`config.mk`:
```
export PLATFORM = sky130hd
export DESIGN_NAME = image_pixel_packer_flat
export DESIGN_NICKNAME = d
export VERILOG_FILES = /design/src/rtl/image_pixel_packer_if.sv /design/src/rtl/image_pixel_packer.sv /design/src/flat_wrapper.sv
export SDC_FILE = /design/constraint.sdc
export NUM_CORES = 1
export LEC_CHECK = 0
export ABC_AREA = 0
export BUFFER_PORTS_ARGS = -buffer_cell sky130_fd_sc_hd__buf_2
export CELL_PAD_IN_SITES_DETAIL_PLACEMENT = 1
export CELL_PAD_IN_SITES_GLOBAL_PLACEMENT = 2
export CORE_AREA = 2 2 232 234
export DETAILED_ROUTE_END_ITERATION = 16
export DIE_AREA = 0 0 234 236
export PLACE_DENSITY_LB_ADDON = 0.3
export REMOVE_ABC_BUFFERS = 1
export SYNTH_ARGS = -nofsm -noshare
export SYNTH_HDL_FRONTEND = slang
export SYNTH_SLANG_ARGS = --single-unit
```
`constraint.sdc`:
```
create_clock -name image_if_i_clk -period 8.3 [get_ports image_if_i_clk]
set_input_delay 0.415 -clock image_if_i_clk [delete_from_list [all_inputs] [get_ports image_if_i_clk]]
set_output_delay 0.415 -clock image_if_i_clk [all_outputs]
set_load 0.01 [all_outputs]
```
`src/rtl/image_pixel_packer_if.sv`:
```
// Pixel stream produced by the image downscaler: a valid-qualified pixel with
// frame markers and no ready, so the consumer must never stall it.
interface image_if #(
    parameter int DATA_WIDTH = 8
);
    logic                  clk;
    logic [DATA_WIDTH-1:0] payload;
    logic                  data_valid;
    logic                  sof;
    logic                  eof;

    modport sink   (input clk, payload, data_valid, sof, eof);
    modport source (input clk, output payload, data_valid, sof, eof);
endinterface

```
`src/rtl/image_pixel_packer.sv`:
```
// Packs PIXELS_PER_WORD pixels of an image_if stream into wide words and
// queues them in a show-ahead FIFO for a ready/valid sink.
module image_pixel_packer #(
    parameter int PIXEL_WIDTH     = 8,
    parameter int PIXELS_PER_WORD = 4,
    parameter int FIFO_DEPTH      = 16
) (
    image_if.sink                                     image_if_i,
    input  logic                                      rst_i,
    output logic [PIXEL_WIDTH*PIXELS_PER_WORD-1:0]    m_data_o,
    output logic [PIXELS_PER_WORD-1:0]                m_keep_o,
    output logic                                      m_sof_o,
    output logic                                      m_eof_o,
    output logic                                      m_valid_o,
    input  logic                                      m_ready_i,
    output logic                                      overflow_o,
    output logic                                      framing_err_o,
    output logic [15:0]                               frame_cnt_o
);
    localparam int PW = PIXEL_WIDTH;
    localparam int N  = PIXELS_PER_WORD;
    localparam int LW = $clog2(N);
    localparam int AW = $clog2(FIFO_DEPTH);

    typedef struct packed {
        logic [N-1:0][PW-1:0] data;
        logic [N-1:0]         keep;
        logic                 sof;
        logic                 eof;
    } word_t;

    logic clk;
    assign clk = image_if_i.clk;

    // ---------------- pixel accumulator ----------------
    logic [LW-1:0]        lane_q, lane_d, eff_lane;
    logic [N-1:0][PW-1:0] acc_q, acc_d, merged;
    logic                 acc_sof_q, acc_sof_d;
    logic                 ferr_q, ferr_d;
    logic                 complete;
    word_t                push_word;

    always_comb begin
        // A sof always opens a fresh word; any partial word is abandoned.
        eff_lane = image_if_i.sof ? '0 : lane_q;
        merged   = image_if_i.sof ? '0 : acc_q;
        merged[eff_lane] = image_if_i.payload;

        push_word.data = merged;
        for (int i = 0; i < N; i++)
            push_word.keep[i] = (i <= int'(eff_lane));
        push_word.sof = image_if_i.sof | acc_sof_q;
        push_word.eof = image_if_i.eof;

        complete = image_if_i.data_valid &&
                   ((eff_lane == LW'(N-1)) || image_if_i.eof);

        lane_d    = lane_q;
        acc_d     = acc_q;
        acc_sof_d = acc_sof_q;
        ferr_d    = ferr_q;
        if (image_if_i.data_valid) begin
            if (image_if_i.sof && (lane_q != '0))
                ferr_d = 1'b1;
            if (complete) begin
                lane_d    = '0;
                acc_d     = '0;
                acc_sof_d = 1'b0;
            end else begin
                lane_d    = eff_lane + LW'(1);
                acc_d     = merged;
                acc_sof_d = push_word.sof;
            end
        end
    end

    always_ff @(posedge clk) begin
        if (rst_i) begin
            lane_q    <= '0;
            acc_q     <= '0;
            acc_sof_q <= 1'b0;
            ferr_q    <= 1'b0;
        end else begin
            lane_q    <= lane_d;
            acc_q     <= acc_d;
            acc_sof_q <= acc_sof_d;
            ferr_q    <= ferr_d;
        end
    end

    // ---------------- output FIFO ----------------
    word_t         mem [FIFO_DEPTH];
    word_t         head;
    logic [AW-1:0] wr_ptr_q, rd_ptr_q;
    logic [AW:0]   cnt_q, cnt_d;
    logic          ovf_q, ovf_d;
    logic [15:0]   fcnt_q, fcnt_d;
    logic          full, pop, push_ok;

    assign head    = mem[rd_ptr_q];
    assign full    = (cnt_q == (AW+1)'(FIFO_DEPTH));
    assign pop     = m_valid_o & m_ready_i;
    // A full FIFO still accepts a push when the head leaves on the same edge.
    assign push_ok = complete & (~full | pop);

    always_comb begin
        cnt_d = cnt_q;
        if (push_ok && !pop)
            cnt_d = cnt_q + (AW+1)'(1);
        else if (pop && !push_ok)
            cnt_d = cnt_q - (AW+1)'(1);
        ovf_d  = ovf_q | (complete & ~push_ok);
        fcnt_d = (pop && head.eof) ? fcnt_q + 16'd1 : fcnt_q;
    end

    always_ff @(posedge clk) begin
        if (push_ok)
            mem[wr_ptr_q] <= push_word;
    end

    always_ff @(posedge clk) begin
        if (rst_i) begin
            wr_ptr_q <= '0;
            rd_ptr_q <= '0;
            cnt_q    <= '0;
            ovf_q    <= 1'b0;
            fcnt_q   <= '0;
        end else begin
            if (push_ok) wr_ptr_q <= wr_ptr_q + AW'(1);
            if (pop)     rd_ptr_q <= rd_ptr_q + AW'(1);
            cnt_q  <= cnt_d;
            ovf_q  <= ovf_d;
            fcnt_q <= fcnt_d;
        end
    end

    // Head fields are forced to 0 while empty so reset leaves every output at 0.
    assign m_valid_o     = (cnt_q != '0);
    assign m_data_o      = m_valid_o ? head.data : '0;
    assign m_keep_o      = m_valid_o ? head.keep : '0;
    assign m_sof_o       = m_valid_o & head.sof;
    assign m_eof_o       = m_valid_o & head.eof;
    assign overflow_o    = ovf_q;
    assign framing_err_o = ferr_q;
    assign frame_cnt_o   = fcnt_q;

endmodule

```
`src/flat_wrapper.sv`:
```
// flat-port wrapper written by rule: the top's interface ports become plain ports
module image_pixel_packer_flat 
#(
    parameter int PIXEL_WIDTH     = 8,
    parameter int PIXELS_PER_WORD = 4,
    parameter int FIFO_DEPTH      = 16
)
  (rst_i, m_data_o, m_keep_o, m_sof_o, m_eof_o, m_valid_o, m_ready_i, overflow_o, framing_err_o, frame_cnt_o, image_if_i_clk, image_if_i_payload, image_if_i_data_valid, image_if_i_sof, image_if_i_eof);
  image_if #(.DATA_WIDTH(8)) image_if_i_i ();
  input  logic rst_i;
  output logic [PIXEL_WIDTH*PIXELS_PER_WORD-1:0] m_data_o;
  output logic [PIXELS_PER_WORD-1:0] m_keep_o;
  output logic m_sof_o;
  output logic m_eof_o;
  output logic m_valid_o;
  input  logic m_ready_i;
  output logic overflow_o;
  output logic framing_err_o;
  output logic [15:0] frame_cnt_o;
  input wire logic [$bits(image_if_i_i.clk)-1:0] image_if_i_clk;
  input wire logic [$bits(image_if_i_i.payload)-1:0] image_if_i_payload;
  input wire logic [$bits(image_if_i_i.data_valid)-1:0] image_if_i_data_valid;
  input wire logic [$bits(image_if_i_i.sof)-1:0] image_if_i_sof;
  input wire logic [$bits(image_if_i_i.eof)-1:0] image_if_i_eof;
  assign image_if_i_i.clk = image_if_i_clk;
  assign image_if_i_i.payload = image_if_i_payload;
  assign image_if_i_i.data_valid = image_if_i_data_valid;
  assign image_if_i_i.sof = image_if_i_sof;
  assign image_if_i_i.eof = image_if_i_eof;
  image_pixel_packer #(.PIXEL_WIDTH(PIXEL_WIDTH), .PIXELS_PER_WORD(PIXELS_PER_WORD), .FIFO_DEPTH(FIFO_DEPTH)) u_core (.image_if_i(image_if_i_i), .rst_i(rst_i), .m_data_o(m_data_o), .m_keep_o(m_keep_o), .m_sof_o(m_sof_o), .m_eof_o(m_eof_o), .m_valid_o(m_valid_o), .m_ready_i(m_ready_i), .overflow_o(overflow_o), .framing_err_o(framing_err_o), .frame_cnt_o(frame_cnt_o));
endmodule
```
==> results of run 1 <==
-- layout by cell type (no fill, tap or decap), types with 4 or more instances in the layout --
cell       instances
a21oi_1           55
and2_1            36
buf_2             70
buf_4             50
bufinv_16          7
clkbuf_1          11
clkbuf_16         73
clkbuf_8           5
clkinv_1          15
clkinv_2          10
dfxtp_1           66
edfxtp_1         592
ha_1              15
inv_1             10
mux2_2             4
mux4_2           180
nand2_1           41
nand2b_1          38
nand3_1           10
nand4_1            4
nor2_1            55
nor2_4            12
nor2b_1           38
nor3_1             4
nor3_2             4
o21ai_0           20
o21ai_1           19
o31ai_1           11
or4_1             12
xnor2_1            4
xor2_1             5
-- sequential cells by signal, summed over array words and instances, names as in the netlist, named ones only --
signal                flops
u_core.mem              592
u_core.acc_q             32
u_core.frame_cnt_o       16
u_core.cnt_q              5
u_core.rd_ptr_q           4
u_core.wr_ptr_q           4
u_core.lane_q             2
u_core.acc_sof_q          1
u_core.framing_err_o      1
u_core.overflow_o         1
-- power breakdown --
part           switching, mW  internal (mW)  leakage, nW
Clock                   1.24           1.86         1.11
Combinational          0.783          0.717         2.36
Sequential            0.0945           3.65         5.81
Total                   2.12           6.23         9.28
-- metrics by stage --
step | setup WS (ps) | utilization, % | instance area (sq um) | hold WS [ps] | instances
after CTS | 3810 | 56.1 | 29800 | 248 | 2211
final | 3840 | 56.1 | 29800 | 289 | 2212
after global placement | 3540 | 51.8 | 27500 | 437 | 2087
after detailed placement | 3370 | 51.8 | 27500 | 475 | 2087
after global routing | 3520 | 56.1 | 29800 | 280 | 2212
after floorplan | 339 | - | 25700 | 457 | 1271
-- worst min-delay path by stage --
stage / startpoint / end / slack, ps / cells after the start
2_1_floorplan: u_core.rd_ptr_q[3]$_SDFFE_PP0N_ / flop / 460 / 2
3_3_place_gp: u_core.framing_err_o$_SDFFE_PP0P_ / u_core.framing_err_o$_SDFFE_PP0P_ / 440 / 2
3_5_place_dp: u_core.framing_err_o$_SDFFE_PP0P_ / u_core.framing_err_o$_SDFFE_PP0P_ / 470 / 2
4_1_cts: image_if_i_eof / u_core.mem[8][0]$_DFFE_PP_ / 250 / 1
5_1_grt: image_if_i_eof / u_core.mem[8][0]$_DFFE_PP_ / 280 / 1
6_report: m_ready_i / u_core.rd_ptr_q[2]$_SDFFE_PP0N_ / 290 / 4
-- worst reg2reg max path: cells and delay by family (launching register included) --
kind / cells / cell delay, ps
AO/OA/AOI/OAI: 2 / 970
adder cells (fa/ha/maj): 1 / 200
buffers and inverters: 2 / 1100
flip-flops: 1 / 370
AND/OR/NAND/NOR: 3 / 1430
-- area by class of cell --
type	instances	area [sq um]	area share, %
clock buffer	89	1940	6.51
clock inverter	35	344	1.16
inverter	11	41.3	0.139
multi-input combinational	598	6650	22.3
sequential	662	19200	64.5
tap	696	871	2.93
timing repair buffer	121	737	2.48
-- layer usage --
metal | share of wire, % | GRT usage, %
met1 | 45 | 34.9
met2 | 47 | 35.8
met3 | 6.2 | 4.09
met4 | 1.8 | 6.44
met5 | 0 | 0
-- logic make-up (layout without fill, tap and decap cells) --
| family | Yosys count | after routing |
|---|---|---|
| AND/OR/NAND/NOR | 265 | 265 |
| buffers and inverters | 89 | 256 |
| AO/OA/AOI/OAI | 116 | 116 |
| XOR/XNOR | 9 | 9 |
| multiplexers | 192 | 192 |
| adder cells (fa/ha/maj) | 16 | 16 |
| flip-flops | 662 | 662 |
==> results.md, run 1 <==
* Status: completed
* Critical path's most frequent cell: buf_4
* Post-CTS Hold Fix Bufs at 0
* Diodes inserted at 0
* Pin count of the biggest net entering global routing at just over 70
* Hold Path Class: primary input to flop
* Total Power at 8.35 mW
* Initial Util at 49.2%
* Fillers at 4632
* R2R Path Start: u_core.lane_q[1]$_SDFFE_PP0P_
* Achievable clock frequency at 224 MHz
* DR vias at approximately 13000
* Htree depth at 3
* DR pass1 iterations at 5
* Mux cell area share after synthesis at 16.1%
* Routed wire length at 61.9 mm
* Crit Reg-Reg Endpoint: u_core.mem[1][6]$_DFFE_PP_
* Layout overhead on the synthesized area at 13.9%
* Mapped cell area at 26100 sq um
* Post-synth ARST share at 0%
* Combinational family with the most area after synthesis: multiplexers
* Path depth of the worst reg2reg path at 8
* Commonest cells in the synthesized netlist: edfxtp_1 (592), mux4_2 (180), dfxtp_1 (70), nor2_1 (67), a21oi_1 (55)
* Share of cells above drive strength 1 at roughly 28%
* Overflow after GRT at 0
* CP arrival at 4680 ps
* Worst setup EP type: flop
* Power per cell area at 280 nW/um^2
* # setup viols final at 0
* Crit path max fanout at 35
* CTS clk-pin slew, worst paths at 60 ps
* CP Launch Type: flop
* VDD IR max at ~0.17 mV
* Complex-gate fraction of the synthesized area at ~2.4%
* CTS tree: built
* DIE AREA at roughly 55000 sq um
* Synth area leaders: edfxtp_1 (68%), mux4_2 (16%), dfxtp_1 (5.4%)
* Crit-path leading delay family: simple AND/OR/NAND/NOR gates
* Final ANT Viol Nets at 0
* RSZ-0062 raised after global routing: false
* Synth top area share at 68.0%
* Crit path kind: flop to flop
* Final period utilization at between 50% and 60%
* Seq/Total Area, Yosys at between 70% and 80%
* Final max-slew violation count at 0
* Endpoints failing hold at 0
* Maxcap violations at 0
* Core Region at around 53000 sq um
* Port buffer count at 70
* IO Pins at 71
* Top FF cell, synth: edfxtp_1
* Site Rows at 85
* Die W at 234 um
* Root Buffer: clkbuf_16
* Setup TNS at 0 ps
* Vias per cell at 6.01
* CP endpoint: u_core.mem[1][6]$_DFFE_PP_
* Initial antenna violation count at 0
* Gr usage total at 23.4%
* # resized after CTS at 0
* Synth warn at 0
* Synth Area in XOR/XNOR at less than 1%
* Critical-path top delay cell: a31oi_1
* Post-synth EDFFs at 592
* Cell with the most instances after synthesis: edfxtp_1
* Post-Synth Adder-Cell Area at less than 1%
* Static Leak at 9.28 nW
* Crit path from: u_core.lane_q[1]$_SDFFE_PP0P_
* Post-layout min period at 4460 ps
* CTS Sinks at 662
* Critical path depth at 8
* Post-layout nets at 1493
* Count of cell types in the netlist at 46
* Maximum root-to-sink buffer count at 3
* CTS buffer count at 69
* Crit-path cells: nor2b_1, ha_1, buf_4, o21ai_0, a31oi_1, nand2_1, nor3_2, buf_4
* Max transition margin at 15.1%
* HPWL Detailed at approximately 35 mm
* Setup bufs post-CTS at 0
* R2R Setup Slk at 3840 ps
* Wire per inst at approximately 28 um
* Vias in the first global route at roughly 14000
* Max incr delay on CP at 790 ps
* Syn Inst Count at 1349
* Leading area contributor after synthesis: edfxtp_1
* Simple-gate area share of the yosys netlist at 5.33%
* WP buf/inv at 2
* Final clock skew at 25.6 ps
* Required time of the critical path at 8510 ps
* Die height at roughly 240 um
* Worst skew pair latency at 600 ps
* Worst slew pin tran at 1270 ps
* Final GP Congestion at 0.718
* Seq cells post-synth at 662
* First-pass GRT wire length at 93.9 mm
* DRC at 0
* DRT iter0 DRCs at around 1200
* Synth Area per Inst at 19.4 sq um
Note: power is estimated with default switching activity, not from simulation.
==> run 2: changes to the inputs <==
--- a/config.mk
+++ b/config.mk
@@ -9,9 +9,9 @@
 export BUFFER_PORTS_ARGS = -buffer_cell sky130_fd_sc_hd__buf_2
 export CELL_PAD_IN_SITES_DETAIL_PLACEMENT = 1
 export CELL_PAD_IN_SITES_GLOBAL_PLACEMENT = 2
-export CORE_AREA = 2 2 232 234
+export CORE_AREA = 2 2 234 236
 export DETAILED_ROUTE_END_ITERATION = 16
-export DIE_AREA = 0 0 234 236
+export DIE_AREA = 0 0 236 238
 export PLACE_DENSITY_LB_ADDON = 0.3
 export REMOVE_ABC_BUFFERS = 1
 export SYNTH_ARGS = -nofsm -noshare
==> constraint.sdc (replaced) <==
create_clock -name image_if_i_clk -period 4.3 [get_ports image_if_i_clk]
set_input_delay 0.215 -clock image_if_i_clk [delete_from_list [all_inputs] [get_ports image_if_i_clk]]
set_output_delay 0.215 -clock image_if_i_clk [all_outputs]
set_load 0.01 [all_outputs]
==> results.md, run 2 (synthesis results as in run 1) <==
* R2R Path Start: u_core.lane_q[1]$_SDFFE_PP0P_
* IO Pins at 71 (unchanged)
* Critical path's most frequent cell: mux4_2
* CP arrival at 3330 ps (-1350 ps)
* Root Buffer: clkbuf_16
* DRT iter0 DRCs at 1217 (+4.8%)
* Critical path depth at 5 (-3)
* CTS tree: built
* Total Power at 15.6 mW (+87%)
* Status: completed
* Initial antenna violation count at 5 (+5)
* Pin count of the biggest net entering global routing at 58 (-18%)
* Fillers at 4698 (+1.4%)
* Crit-path cells: buf_4, mux4_2, mux4_2, and2_1, buf_2
* Worst skew pair latency at 600 ps (about the same)
* Static Leak at 9.26 nW (-0.21%)
* Final period utilization at 82.5%
* Crit-path leading delay family: multiplexers
* RSZ-0062 raised after global routing: false
* Layout overhead on the synthesized area at 13.7%
* Critical-path top delay cell: dfxtp_4
* Final ANT Viol Nets at 0 (unchanged)
* Largest reg by FF count: u_core.mem
* DR vias at 13247 (-0.35%)
* Die height at 238 um (+0.85%)
* DRC at 0 (unchanged)
* Die W at 236 um (+0.85%)
* Initial Util at 48.8% (-0.39 points)
* Final max-slew violation count at 0 (unchanged)
* VDD IR max at 0.384 mV (+130%)
* Core Region at 53500 sq um (+0.80%)
* Endpoints failing hold at 0 (unchanged)
* Final clock skew at 21.5 ps (-4.11 ps)
* Final GP Congestion at 0.729 (+1.6%)
* Setup bufs post-CTS at 0 (unchanged)
* Commonest non-fill, non-tap cell in the layout: edfxtp_1
* Crit path kind: flop to output port
* # resized after CTS at 0 (unchanged)
* Crit path max fanout at 34 (-2.9%)
* Htree depth at 3 (unchanged)
* First-pass GRT wire length at 94.5 mm (+0.65%)
* DIE AREA at 56200 sq um (+1.7%)
* Maxcap violations at 0 (unchanged)
* Achievable clock frequency at around 280 MHz
* Maximum root-to-sink buffer count at 3 (unchanged)
* Required time of the critical path at 4090 ps (-4420 ps)
* HPWL Detailed at 35.4 mm (+2.5%)
* Post-route cell area at 29700 sq um (-0.18%)
* CTS Sinks at 662 (unchanged)
* Area of the multi-input gates at 6650 sq um (unchanged)
* Port buffer count at 70 (unchanged)
* Max incr delay on CP at 870 ps (+80 ps)
* Most frequent cells in the layout: edfxtp_1 (592), mux4_2 (180), clkbuf_16 (71)
* Worst slew pin tran at 1200 ps (-63.2 ps)
* CTS buffer count at 67 (-2.9%)
* Post-layout min period at 3550 ps
* WP buf/inv at 2 (unchanged)
* Post-Place Cell Area at 27700 sq um (+0.78%)
* Post-CTS Hold Fix Bufs at 0 (unchanged)
* CTS clk-pin slew, worst paths at 60 ps (about the same)
* # setup viols final at 0 (unchanged)
* Routed wire length at 63.9 mm (+3.3%)
* Share of cells above drive strength 1 at 28.0% (-0.28 points)
* Gr usage total at 23.3% (-0.10 points)
* DR pass1 iterations at 5 (unchanged)
* Hold_sp: m_ready_i
* Hold Crit Depth at 4 (unchanged)
* Post-layout nets at 1507 (+0.94%)
* Overflow after GRT at 0 (unchanged)
* Max reg flops at 592 (unchanged)
* Wire per inst at 28.8 um (+2.9%)
* CP Launch Type: flop
* Vias per cell at 5.96 (-0.76%)
* Hold Path Class: primary input to flop
* Register Area at 19200 sq um (unchanged)
* Power per cell area at 525 nW/um^2 (+87%)
* Worst setup EP type: output port
* Max transition margin at 19.7% (+4.6 points)
* Vias in the first global route at 14170 (-0.59%)
* Path depth of the worst reg2reg path at 8 (unchanged)
* Site Rows at 85 (unchanged)
## run 2: cell count changes in the layout (fill, tap and decap cells not counted), moves of 4 or more
| cell | before | now |
|---|---|---|
| bufinv_16 | 7 | 2 |
| buf_12 | 0 | 7 |
| buf_4 | 50 | 60 |
| clkinv_1 | 15 | 21 |
| clkbuf_8 | 5 | 1 |
| clkbuf_1 | 11 | 15 |
| clkinv_2 | 10 | 5 |
## run 2: layout make-up
cell class,count,share of cell area (%)
Inverter,11,0.139
Clock buffer,87,6.22
Tap cell,696,2.93
Sequential cell,662,64.6
Antenna cell,1,0.00842
Timing Repair Buffer,137,3.17
Multi-Input combinational cell,598,22.4
Clock inverter,29,0.581
## run 2: worst reg2reg max path, stage by stage (launching register included)
cell	delay (ps)
dfxtp_1	360
nor2b_1	270
ha_1	240
o21ai_0	190
a31oi_1	280
buf_4	210
nand2_1	210
nor2_4	690
buf_4	500
## run 2: per-layer routing
layer	vias up	wire length, um	GRT usage [%]
met3	105	3230	3.57
met5	-	18	0
met4	4	1540	7.39
met2	389	32000	38.7
met1	7087	27100	31.9
li1	5662	-	-
## run 2: path summary, 6_finish.rpt
check / endpoint / slack, ps
worst min-delay path: u_core.rd_ptr_q[2]$_SDFFE_PP0N_ / 50
worst max-delay path: m_data_o[6] / 750
worst min register to register: u_core.frame_cnt_o[15]$_SDFFE_PP0P_ / 480
worst max register to register: u_core.mem[14][9]$_DFFE_PP_ / 970
## run 2: power by group
group	total [mW]	internal, mW	switching, mW
combinational	2.86	1.43	1.42
sequential	7.27	7.05	0.226
clock	5.46	3.13	2.33
## run 2: through the flow
stage | setup WS [ps] | utilization, % | hold slack [ps] | std cells | TNS (ps)
finish | 752 | 55.5 | 48.4 | 2221 | 0
CTS | 642 | 55.5 | 29.8 | 2220 | 0
global placement | 1010 | 51.8 | 460 | 2104 | 0
detailed placement | 955 | 51.8 | 472 | 2104 | 0
global route | 548 | 55.5 | 63.3 | 2220 | 0
floorplan | -3660 | - | 284 | 1271 | -294850
